==> config.mk <==
export PLATFORM = sky130hd
export DESIGN_NAME = mag_window_stats
export DESIGN_NICKNAME = d
export VERILOG_FILES = /design/src/rtl/mag_stats_pkg.sv /design/src/rtl/mag_win_accum.sv /design/src/rtl/mag_window_stats.sv
export SDC_FILE = /design/constraint.sdc
export NUM_CORES = 1
export LEC_CHECK = 0
export ABC_AREA = 1
export CORE_ASPECT_RATIO = 0.75
export CORE_MARGIN = 8
export CORE_UTILIZATION = 55
export CTS_BUF_LIST = sky130_fd_sc_hd__clkbuf_16
export DETAILED_ROUTE_END_ITERATION = 8
export PLACE_DENSITY = 0.86
export SLEW_MARGIN = 20
export SYNTH_ARGS = -nofsm -noshare
export SYNTH_HDL_FRONTEND = slang
export SYNTH_SLANG_ARGS = --single-unit
==> constraint.sdc <==
create_clock -name clk -period 2.1 [get_ports clk]
set_clock_uncertainty 0.15 [all_clocks]
set_input_delay 0.315 -clock clk [delete_from_list [all_inputs] [get_ports clk]]
set_output_delay 0.315 -clock clk [all_outputs]
set_load 0.01 [all_outputs]
==> src/rtl/mag_stats_pkg.sv <==
// Shared types and constants for the windowed magnitude statistics block:
// FSM states, window-length lookup, accumulator sizing and result-select codes.
package mag_stats_pkg;

    typedef enum logic [1:0] {
        IDLE  = 2'd0,
        ACCUM = 2'd1,
        DONE  = 2'd2
    } state_t;

    // Headroom bits above DATA_W so that a 64-sample sum cannot overflow.
    localparam int SUM_EXTRA_W = 6;
    // Sample counter must be able to hold 64.
    localparam int CNT_W = 7;

    localparam logic [1:0] OUT_MAX   = 2'd0;
    localparam logic [1:0] OUT_MIN   = 2'd1;
    localparam logic [1:0] OUT_AVG   = 2'd2;
    localparam logic [1:0] OUT_COUNT = 2'd3;

    function automatic logic [2:0] win_log2(input logic [1:0] sel);
        return 3'd3 + {1'b0, sel};
    endfunction

    function automatic logic [CNT_W-1:0] win_len(input logic [2:0] log2n);
        return CNT_W'(1) << log2n;
    endfunction

endpackage

==> src/rtl/mag_win_accum.sv <==
// Per-window datapath: sample counter, running sum, running max and min.
// The *_next outputs already include the sample accepted this cycle.
module mag_win_accum
    import mag_stats_pkg::*;
#(
    parameter int DATA_W = 8
) (
    input  logic                          clk,
    input  logic                          rst_n,
    input  logic                          accept,
    input  logic                          first,
    input  logic [DATA_W-1:0]             sample,
    output logic [CNT_W-1:0]              cnt,
    output logic [DATA_W+SUM_EXTRA_W-1:0] sum_next,
    output logic [DATA_W-1:0]             max_next,
    output logic [DATA_W-1:0]             min_next
);
    localparam int SUM_W = DATA_W + SUM_EXTRA_W;

    logic [CNT_W-1:0]  cnt_reg;
    logic [SUM_W-1:0]  sum_reg;
    logic [DATA_W-1:0] max_reg;
    logic [DATA_W-1:0] min_reg;

    // The first sample of a window replaces, rather than merges with, old state.
    always_comb begin
        sum_next = SUM_W'(sample);
        max_next = sample;
        min_next = sample;
        if (!first) begin
            sum_next = sum_reg + SUM_W'(sample);
            max_next = (sample > max_reg) ? sample : max_reg;
            min_next = (sample < min_reg) ? sample : min_reg;
        end
    end

    always_ff @(posedge clk or negedge rst_n) begin
        if (!rst_n) begin
            cnt_reg <= '0;
            sum_reg <= '0;
            max_reg <= '0;
            min_reg <= '0;
        end else if (accept) begin
            cnt_reg <= first ? CNT_W'(1) : cnt_reg + CNT_W'(1);
            sum_reg <= sum_next;
            max_reg <= max_next;
            min_reg <= min_next;
        end
    end

    assign cnt = cnt_reg;

endmodule

==> src/rtl/mag_window_stats.sv <==
// Windowed max/min/average/count of a magnitude stream with selectable window.
// Optional hysteresis alarm on the window maximum: define MAG_ALARM_EN.
module mag_window_stats
    import mag_stats_pkg::*;
#(
    parameter int DATA_W   = 8,
    parameter int ALARM_HI = 200,
    parameter int ALARM_LO = 150
) (
    input  logic              clk,
    input  logic              rst_n,
    input  logic              ena,
    input  logic [DATA_W-1:0] mag_in,
    input  logic              mag_valid,
    input  logic [1:0]        win_sel,
    input  logic [1:0]        out_sel,
    output logic [DATA_W-1:0] res_out,
    output logic              res_valid,
    output logic              busy,
    output logic              alarm
);
    localparam int SUM_W = DATA_W + SUM_EXTRA_W;

    state_t            state_reg;
    logic [2:0]        log2n_reg;
    logic [DATA_W-1:0] max_reg;
    logic [DATA_W-1:0] min_reg;
    logic [DATA_W-1:0] avg_reg;
    logic [7:0]        win_cnt_reg;
    logic              res_valid_reg;

    logic              accept;
    logic              first;
    logic              complete;
    logic [CNT_W-1:0]  cnt;
    logic [SUM_W-1:0]  sum_next;
    logic [DATA_W-1:0] max_next;
    logic [DATA_W-1:0] min_next;

    assign accept   = ena & mag_valid;
    // Any sample accepted outside ACCUM (including in DONE) opens a new window.
    assign first    = (state_reg != ACCUM);
    assign complete = accept && !first && (cnt + CNT_W'(1) == win_len(log2n_reg));

    mag_win_accum #(
        .DATA_W (DATA_W)
    ) u_accum (
        .clk      (clk),
        .rst_n    (rst_n),
        .accept   (accept),
        .first    (first),
        .sample   (mag_in),
        .cnt      (cnt),
        .sum_next (sum_next),
        .max_next (max_next),
        .min_next (min_next)
    );

    always_ff @(posedge clk or negedge rst_n) begin
        if (!rst_n) begin
            state_reg     <= IDLE;
            log2n_reg     <= '0;
            max_reg       <= '0;
            min_reg       <= '0;
            avg_reg       <= '0;
            win_cnt_reg   <= '0;
            res_valid_reg <= 1'b0;
        end else if (ena) begin
            res_valid_reg <= 1'b0;
            if (accept && first)
                log2n_reg <= win_log2(win_sel);
            unique case (state_reg)
                IDLE: begin
                    if (accept)
                        state_reg <= ACCUM;
                end
                ACCUM: begin
                    if (complete) begin
                        state_reg     <= DONE;
                        res_valid_reg <= 1'b1;
                        max_reg       <= max_next;
                        min_reg       <= min_next;
                        avg_reg       <= DATA_W'(sum_next >> log2n_reg);
                        win_cnt_reg   <= win_cnt_reg + 8'd1;
                    end
                end
                DONE: begin
                    state_reg <= accept ? ACCUM : IDLE;
                end
                default: begin
                    state_reg <= IDLE;
                end
            endcase
        end
    end

    always_comb begin
        res_out = max_reg;
        unique case (out_sel)
            OUT_MAX:   res_out = max_reg;
            OUT_MIN:   res_out = min_reg;
            OUT_AVG:   res_out = avg_reg;
            OUT_COUNT: res_out = DATA_W'(win_cnt_reg);
            default:   res_out = max_reg;
        endcase
    end

    assign res_valid = res_valid_reg;
    assign busy      = (state_reg == ACCUM);

`ifdef MAG_ALARM_EN
    localparam logic [DATA_W-1:0] HI_TH = DATA_W'(ALARM_HI);
    localparam logic [DATA_W-1:0] LO_TH = DATA_W'(ALARM_LO);

    logic alarm_reg;

    // Evaluated on the completing sample so it changes together with res_valid.
    always_ff @(posedge clk or negedge rst_n) begin
        if (!rst_n) begin
            alarm_reg <= 1'b0;
        end else if (ena && complete) begin
            if (max_next >= HI_TH)
                alarm_reg <= 1'b1;
            else if (max_next <= LO_TH)
                alarm_reg <= 1'b0;
        end
    end

    assign alarm = alarm_reg;
`else
    assign alarm = 1'b0;
`endif

endmodule

==> metrics.csv, run 1 <==
metric,value,unit
critPathBufInv,2,
min_path_type,in -> async,
setup_slack,-0.177,ns
leakagePower,3.58,nW
dpl.cell_count,942,
min_period_over_period,108,%
crit_path_start_kind,flop,
finalWeightedCongestion,0.899,
die_width,127,um
largest_reg_flops,14,
worstSetupPathType,reg -> reg,
firstDrtPassIters,5,
synthCells,753,
synth-seq-cells,75,
post_synth_num_cell_types,32,
critPathArrivalTime,2.35,ns
path_common_cell,nand3_2,
hold_ws,0.326,ns
design_area,0.00715,sq mm
drive_gt1_share,31.4,%
nets,887,
hold_violations,0,
pre_cts_ws,-0.650,ns
clock_latency,0.34,ns
die_height,99.6,um
fillers,551,
antenna_found_initial,0,
grtUsageTotal,26.4,%
syn_avg_cell_area,6.81,sq um
clock.fmax,0.439,GHz
layout_common_cells,"nand2_1, inv_1, dfrtp_1, buf_4, nand2_2",
rsz0062_at_grt,yes,
vias,5709,
cts_buffer_depth,2,
drt.antenna.violating_nets,0,
synth_area,0.00513,sq mm
grt_max_degree,44,
wl_per_cell,18.3,um
clock-sinks,75,
core,0.00905,sq mm
dp_hpwl,11100,um
p_per_area,1380,mW/mm^2
peakVddDrop,0.000842,V
areaGrowthSynthToFinish,39.5,%
cts_tree,yes,
io_buffers,25,
setup_viol,33,
drt_iter0_drc,572,
boundaryPins,27,
failed_checks,negative setup slack,
drc,0,
yosysSeqAreaShare,36.6,%
crit_fanout,3,
crit_family,simple AND/OR/NAND/NOR gates,
clk_pin_slew,0.06,ns
cts_root_buf,clkbuf_16,
power,9.85,mW
path_cells,ha_4 > fa_2 > nand2_4 > nand2_4 > nand2_2 > inv_2 > nand2_2 > nand3_2 > nand3_2 > nand3_2 > nand2_1 > inv_1 > a21oi_2 > a21oi_2,
yosys_warnings,0,
start_util,56.7,%
numCtsBuffers,9,
utilization,79.1,%
mostFrequentLayoutCell,nand2_1,
status,"complete, but fails checks",
endpoint_kind,flop,
antenna_cells,0,
slew_viol_final,0,
die_area,0.0127,sq mm
totalWireLength,17900,um
fin_tns_setup,-1.79,ns
fin_crit,2.28,ns
max_stage_delay,0.41,ns
grt_overflow,0,
final_cells,977,
htree_levels,3,
required,2.17,ns
grt_pass1_wl,26800,um
rows,30,
viasPerCell,5.84,
grt_pass1_vias,5571,
cap_violations,0,
place_area,0.00590,sq mm
syn-num-nets,796,
crit_slowest_cell,dfrtp_1,
==> Yosys cell counts <==
| master | count | area share [%] |
|---|---|---|
| conb_1 | 1 | 0.073 |
| o211ai_1 | 1 | 0.15 |
| o21ai_1 | 4 | 0.39 |
| inv_2 | 7 | 0.51 |
| xor2_1 | 13 | 2.2 |
| ha_1 | 26 | 6.3 |
| dfrtp_1 | 75 | 37 |
| inv_1 | 86 | 6.3 |
| a2bb2oi_1 | 1 | 0.17 |
| buf_4 | 2 | 0.29 |
| a31oi_1 | 3 | 0.37 |
| nor3_2 | 2 | 0.39 |
| nand4_1 | 14 | 1.7 |
| clkbuf_1 | 12 | 0.88 |
| o21a_1 | 2 | 0.29 |
| nand3b_1 | 1 | 0.15 |
| nor2_1 | 36 | 2.6 |
| o21ai_0 | 46 | 4.5 |
| nand2_2 | 2 | 0.24 |
| or2_2 | 1 | 0.12 |
| nor2_2 | 2 | 0.24 |
| buf_2 | 4 | 0.39 |
| nand2_1 | 287 | 21 |
| buf_6 | 6 | 1.3 |
| o2111ai_1 | 7 | 1.2 |
| nor2_4 | 2 | 0.44 |
| nand3_1 | 79 | 7.7 |
| a21oi_1 | 20 | 2.0 |
| fa_1 | 1 | 0.39 |
| o22ai_1 | 4 | 0.49 |
| nor3_1 | 4 | 0.39 |
| buf_1 | 2 | 0.15 |
==> worst reg2reg max path: stages (launching register included) <==
cell and delay, ns:
dfrtp_1 0.41, ha_4 0.18, fa_2 0.37, nand2_4 0.10
nand2_4 0.07, nand2_2 0.08, inv_2 0.05, nand2_2 0.06
nand3_2 0.10, nand3_2 0.10, nand3_2 0.07, nand2_1 0.07
inv_1 0.05, a21oi_2 0.20, a21oi_2 0.09
==> power breakdown <==
part / total (mW) / internal [mW] / switching (mW) / leakage, nW
clock: 1.79 / 1.16 / 0.634 / 0.167
combinational: 5.59 / 2.21 / 3.37 / 2.46
sequential: 2.47 / 1.96 / 0.507 / 0.952
==> cells by family after synthesis <==
| kind of cell | count (synthesis) | synth area share [%] |
|---|---|---|
| simple gates | 430 | 35.0 |
| buf+inv | 119 | 9.83 |
| compound gates | 88 | 9.49 |
| flops | 75 | 36.6 |
| fa+ha+maj | 27 | 6.73 |
| xor+xnor | 13 | 2.22 |
| other cells | 1 | 0.0731 |
==> area by class of cell <==
cell class | count | area (sq um) | area share, %
multi-input combinational | 559 | 3480 | 48.6
sequential | 75 | 1880 | 26.3
timing repair buffer | 106 | 945 | 13.2
inverter | 93 | 352 | 4.91
clock buffer | 9 | 225 | 3.15
tap | 128 | 160 | 2.24
clock inverter | 7 | 116 | 1.63
==> timing repair <==
| item | in CTS | in global routing |
|---|---|---|
| buffers inserted | 5 | 11 |
| hold endpoints to repair | 32 | 0 |
| cloned | 1 | 1 |
| endpoints found under the setup margin | 62 | 58 |
| hold buffers | 1 | 0 |
| pin swaps | 35 | 24 |
| gates resized for setup | 114 | 118 |
==> path summary, 6_finish.rpt <==
| path | startpoint | end | slack, ns | cells after the start |
|---|---|---|---|---|
| setup / recovery | u_accum.sum_reg[0] | avg_reg[3] | -0.18 | 14 |
| hold / removal | rst_n | u_accum.sum_reg[1] | 0.33 | 2 |
| setup reg to reg | u_accum.sum_reg[0] | avg_reg[3] | -0.18 | 14 |
| hold reg to reg | max_reg[4] | max_reg[4] | 0.34 | 2 |
| max in group asynchronous | rst_n | avg_reg[4] | 0.86 | 3 |
| min in group clk | max_reg[4] | max_reg[4] | 0.34 | 2 |
==> metal layers <==
metal	wire length, um	part of all wire (%)	vias to the layer above	GRT usage, %
met5	0	0	-	0
met4	845	4.7	0	13.3
met3	1570	8.8	82	6.84
met2	8420	47	323	42.4
met1	7060	39	2702	32.4
li1	-	-	2602	-
No activity file was read; power rests on OpenSTA's default activity.
==> inputs of run 2 (changes only) <==
--- a/config.mk
+++ b/config.mk
@@ -11,6 +11,7 @@
 export CORE_UTILIZATION = 55
 export CTS_BUF_LIST = sky130_fd_sc_hd__clkbuf_16
 export DETAILED_ROUTE_END_ITERATION = 8
+export GPL_ROUTABILITY_DRIVEN = 0
 export PLACE_DENSITY = 0.86
 export SLEW_MARGIN = 20
 export SYNTH_ARGS = -nofsm -noshare
==> run 2 against run 1 <==
Net effect:
- the run ends with design-rule violations, negative setup slack left
- critical path depth down 1
- die area unchanged
- cell count up 0.51%
- sequential cell count unchanged
- largest cell class unchanged
- sequential power about the same
- first-iteration DRC count up 50%
- count of clock-buffer cells in the layout unchanged
- via count up 9.1%
- combinational power up 5.0%
- utilization up 0.93 points
==> metrics.csv, run 2 (same netlist as run 1, synthesis figures left out) <==
metric,value,unit,change
status,"complete, but fails checks",,
failed_checks,"design-rule violations, negative setup slack",,
die_height,99.6,um,unchanged
drt.antenna.violating_nets,0,,unchanged
dp_hpwl,11100,um,about the same
peakVddDrop,0.00104,V,+24%
critPathArrivalTime,2.46,ns,+0.11 ns
r2r_slack,-0.24,ns,-0.06 ns
hold_violations,0,,unchanged
cts_buffer_depth,2,,unchanged
worstSetupPathType,reg -> reg,,
setup_viol,46,,+39%
vias,6228,,+9.1%
core,0.00905,sq mm,unchanged
pre_cts_ws,-0.645,ns,+0.00554 ns
mostFrequentLayoutCell,nand2_1,,
min_period_over_period,111,%,+2.9 points
r2r_cells,13,,-1
grtUsageTotal,27.3,%,+0.84 points
grt_pass1_wl,27400,um,+2.4%
required,2.23,ns,+0.06 ns
drc,2,,+2
clock-sinks,75,,unchanged
areaGrowthSynthToFinish,41.2,%,
clock_latency,0.35,ns,about the same
fin_crit,2.34,ns,+0.0605 ns
min_path_type,in -> async,,
drive_gt1_share,33.0,%,+1.6 points
boundaryPins,27,,unchanged
layout_common_cells,"nand2_1, inv_1, dfrtp_1, buf_4, nand3_1",,
leakagePower,3.60,nW,+0.53%
fin_tns_setup,-3.33,ns,-1.53 ns
setup_slack,-0.238,ns,-0.0605 ns
viasPerCell,6.34,,+8.5%
die_width,127,um,unchanged
largest_reg_flops,14,,unchanged
crit_fanout,4,,+1
final_cells,982,,+0.51%
crit_path_start_kind,flop,,
place_area,0.00591,sq mm,+0.13%
rows,30,,unchanged
firstDrtPassIters,9,,+4
grt_pass1_vias,5664,,+1.7%
endpoint_kind,flop,,
grt_max_degree,47,,+6.8%
nets,892,,+0.56%
cap_violations,0,,unchanged
die_area,0.0127,sq mm,unchanged
wl_per_cell,20.7,um,+13%
cts_tree,yes,,
antenna_found_initial,0,,unchanged
slew_viol_final,0,,unchanged
htree_levels,3,,unchanged
clk_pin_slew,0.07,ns,about the same
start_util,56.7,%,unchanged
drt_iter0_drc,856,,+50%
design_area,0.00724,sq mm,+1.2%
clock.fmax,0.428,GHz,-2.6%
io_buffers,25,,unchanged
numCtsBuffers,9,,unchanged
p_per_area,1430,mW/mm^2,+3.7%
antenna_cells,0,,unchanged
rsz0062_at_grt,yes,,
cts_root_buf,clkbuf_16,,
totalWireLength,20400,um,+14%
dpl.cell_count,943,,+0.11%
grt_overflow,0,,unchanged
utilization,80.0,%,+0.93 points
[run 2: layout make-up]
cell class / count / area (sq um)
clock buffers: 9 / 225
fillers: 495 / 1810
multi-input cells: 559 / 3530
flip-flops and latches: 75 / 1880
inverters: 93 / 352
repair buffers: 111 / 953
well taps: 128 / 160
clock inverters: 7 / 140
[run 2: power breakdown]
| part | leakage [nW] | internal, mW | switching [mW] |
|---|---|---|---|
| sequential | 0.952 | 1.96 | 0.537 |
| clock | 0.177 | 1.28 | 0.679 |
| combinational | 2.47 | 2.24 | 3.64 |
| total | 3.60 | 5.48 | 4.85 |
[run 2: final timing paths]
path                                          from                 end
min in group clk                        max_reg[7]          max_reg[7]
worst min register to register          max_reg[7]          max_reg[7]
worst max register to register  u_accum.sum_reg[0]          avg_reg[3]
max in group asynchronous                    rst_n      u_accum.cnt[2]
worst max-delay path            u_accum.sum_reg[0]          avg_reg[3]
worst min-delay path                         rst_n  u_accum.sum_reg[2]
[run 2: critical path, stage by stage (launching register included)]
cell	delay, ns
dfrtp_1	0.40
ha_2	0.21
fa_2	0.38
nand2_4	0.10
nand2_4	0.08
nand3_4	0.11
nand2_4	0.08
nand3_2	0.12
nand3_4	0.13
nand2_4	0.09
nand3_4	0.09
nand2_2	0.10
nand2_2	0.06
a21oi_2	0.16
[run 2: metrics by stage]
step,hold WS (ns),power (mW)
after floorplan,-0.131,4.95
after global placement,0.126,6.29
after detailed placement,0.132,6.50
after CTS,0.324,8.96
after global routing,0.336,10.8
final,0.292,10.3
[run 2: timing repair]
| action | 4_1_cts | 5_1_grt |
|---|---|---|
| gates resized for setup | 105 | 152 |
| gates cloned | 1 | 1 |
| endpoints found under the hold margin | 29 | 0 |
| pin swaps | 48 | 39 |
| setup endpoints to repair | 64 | 65 |
| hold buffers | 1 | 0 |
| setup buffers | 8 | 14 |
[run 2: layer usage]
metal  track usage, %  vias up  share of wire, %
li1                 -     2611                 -
met1             31.9     2846                35
met2             45.6      578                46
met3             7.48      193                12
met4             13.1        0               7.3
met5                0        -                 0
==> inputs of run 3 (changes only) <==
--- a/config.mk
+++ b/config.mk
@@ -8,11 +8,11 @@
 export ABC_AREA = 1
 export CORE_ASPECT_RATIO = 0.75
 export CORE_MARGIN = 8
-export CORE_UTILIZATION = 55
+export CORE_UTILIZATION = 35
 export CTS_BUF_LIST = sky130_fd_sc_hd__clkbuf_16
 export DETAILED_ROUTE_END_ITERATION = 8
 export GPL_ROUTABILITY_DRIVEN = 0
-export PLACE_DENSITY = 0.86
+export PLACE_DENSITY = 0.62
 export SLEW_MARGIN = 20
 export SYNTH_ARGS = -nofsm -noshare
 export SYNTH_HDL_FRONTEND = slang
==> run 3 against run 2 <==
Net effect:
- the run ends with negative setup slack left
- critical path depth down 1
- die area up 48%
- sequential cell count unchanged
- largest power group unchanged
==> metrics.csv, run 3 (same netlist as run 1, synthesis figures left out) <==
metric,value,unit,change
design_area,0.00740,sq mm,+2.3%
min_path_type,in -> async,,
fillers,1355,,+170%
critPathArrivalTime,2.30,ns,-0.16 ns
failed_checks,negative setup slack,,
grt_overflow,0,,unchanged
p_int,5.29,mW,-3.4%
grt_max_degree,50,,+6.4%
cts_buffer_depth,2,,unchanged
fin_crit,2.21,ns,-0.130 ns
areaGrowthSynthToFinish,44.4,%,
dp_hpwl,11300,um,+1.6%
grt_pass1_wl,25800,um,-5.8%
grtUsageTotal,17.1,%,-10 points
die_height,121,um,+21%
clock.fmax,0.453,GHz,+5.9%
htree_levels,3,,unchanged
clock-sinks,75,,unchanged
peakVddDrop,0.000857,V,-18%
place_area,0.00619,sq mm,+4.7%
setup_viol,20,,-57%
firstDrtPassIters,5,,-4
largest_reg_flops,14,,unchanged
cap_violations,0,,unchanged
die_area,0.0188,sq mm,+48%
wl_per_cell,15.2,um,-27%
cts_root_buf,clkbuf_16,,
rows,38,,+27%
status,"complete, but fails checks",,
leakagePower,3.68,nW,+2.2%
drc,0,,-2
crit_fanout,3,,-1
drive_gt1_share,33.2,%,+0.16 points
totalWireLength,16200,um,-20%
worstMarginPinSlew,0.637,ns,
drt_iter0_drc,345,,-60%
numCtsBuffers,9,,unchanged
layout_common_cells,"nand2_1, inv_1, dfrtp_1, buf_4, nand3_1",,
power_frac_seq,24.7,%,+0.5 points
worstSetupPathType,reg -> reg,,
mostFrequentLayoutCell,nand2_1,,
viasPerCell,4.94,,-22%
endpoint_kind,flop,,
io_buffers,25,,unchanged
cts_tree,yes,,
required,2.19,ns,-0.04 ns
start_util,35.6,%,-21 points
slew_viol_final,0,,unchanged
p_switching,4.41,mW,-9.0%
clkPwrFrac,16.7,%,-2.3 points
crit_path_start_kind,flop,,
rsz0062_at_grt,yes,,
vias,5258,,-16%
clk_pin_slew,0.07,ns,about the same
p_per_area,1310,mW/mm^2,-8.1%
min_period_over_period,105,%,-6.2 points
utilization,51.4,%,-29 points
grt_pass1_vias,5121,,-9.6%
nets,903,,+1.2%
swShare,45.5,%,-1.5 points
core,0.0144,sq mm,+59%
drt.antenna.violating_nets,0,,unchanged
hold_violations,0,,unchanged
clock_latency,0.34,ns,about the same
antenna_found_initial,0,,unchanged
die_width,156,um,+22%
boundaryPins,27,,unchanged
antenna_cells,0,,unchanged
setup_slack,-0.108,ns,+0.130 ns
power_frac_comb,58.6,%,+1.8 points
timing.slew.headroom,57.1,%,
[run 3: stage by stage]
stage | total power, mW | hold WS, ns | TNS, ns | worst slack (ns) | cells
after global routing | 10.4 | 0.336 | -5.66 | -0.216 | 1065
after floorplan | 4.95 | -0.131 | 0 | 0.00352 | 753
after CTS | 8.77 | 0.315 | -1.18 | -0.0812 | 1063
after detailed placement | 6.74 | 0.114 | -30.34 | -0.688 | 1042
final | 9.70 | 0.291 | -0.997 | -0.108 | 1065
after global placement | 6.68 | 0.117 | -28.75 | -0.639 | 1042
[run 3: routing by layer]
metal	vias up	share of wire [%]	track usage [%]	wire, um
met5	-	0	0	0
li1	2633	-	-	-
met2	132	44	25.3	7170
met1	2477	49	25.1	7980
met3	16	5.4	3.42	882
met4	0	1.1	3.75	174
[run 3: path summary, 6_finish.rpt]
kind                               startpoint  cells past startpoint              to  slack (ns)
min                                     rst_n                      2  u_accum.cnt[2]        0.29
max reg2reg                u_accum.sum_reg[0]                     12      avg_reg[5]       -0.11
min reg2reg                      state_reg[0]                      1    state_reg[0]        0.32
min in group clk                 state_reg[0]                      1    state_reg[0]        0.32
max                        u_accum.sum_reg[0]                     12      avg_reg[5]       -0.11
max in group asynchronous               rst_n                      3      min_reg[2]        0.90
[run 3: area by class of cell]
type / instances / area (sq um) / area share, %
clock buffer: 9 / 225 / 3.04
clock inverter: 7 / 76.3 / 1.03
inverter: 93 / 352 / 4.75
multi-input combinational: 559 / 3550 / 47.9
sequential: 75 / 1880 / 25.4
tap: 200 / 250 / 3.38
timing repair buffer: 122 / 1070 / 14.5
[run 3: power by group through the flow]
stage               clock network (mW)  registers [mW]  logic, mW
finish                            1.62            2.40       5.69
global route                      1.69            2.46       6.26
detailed placement                   0            2.35       4.38
global placement                     0            2.35       4.34
floorplan                            0            2.24       2.71
CTS                               1.64            2.36       4.77
[run 3: timing repair]
item | in CTS | in global routing
hold buffers | 1 | 0
hold endpoints to repair | 26 | 0
setup buffers | 3 | 7
gates cloned | 1 | 1
endpoints found under the setup margin | 64 | 59
pin swaps | 22 | 43
resized for setup | 91 | 169
[run 3: worst max-delay path: stages, from the launching register on]
cell and delay (ns):
dfrtp_1 0.40, ha_2 0.21, fa_2 0.37, nand2_4 0.09, nand2_4 0.07, nand3_4 0.10, nand3b_1 0.14, nand4_1 0.20
nand3_2 0.11, nand3_1 0.08, nand2_1 0.05, nor2_1 0.09, nor2_1 0.04
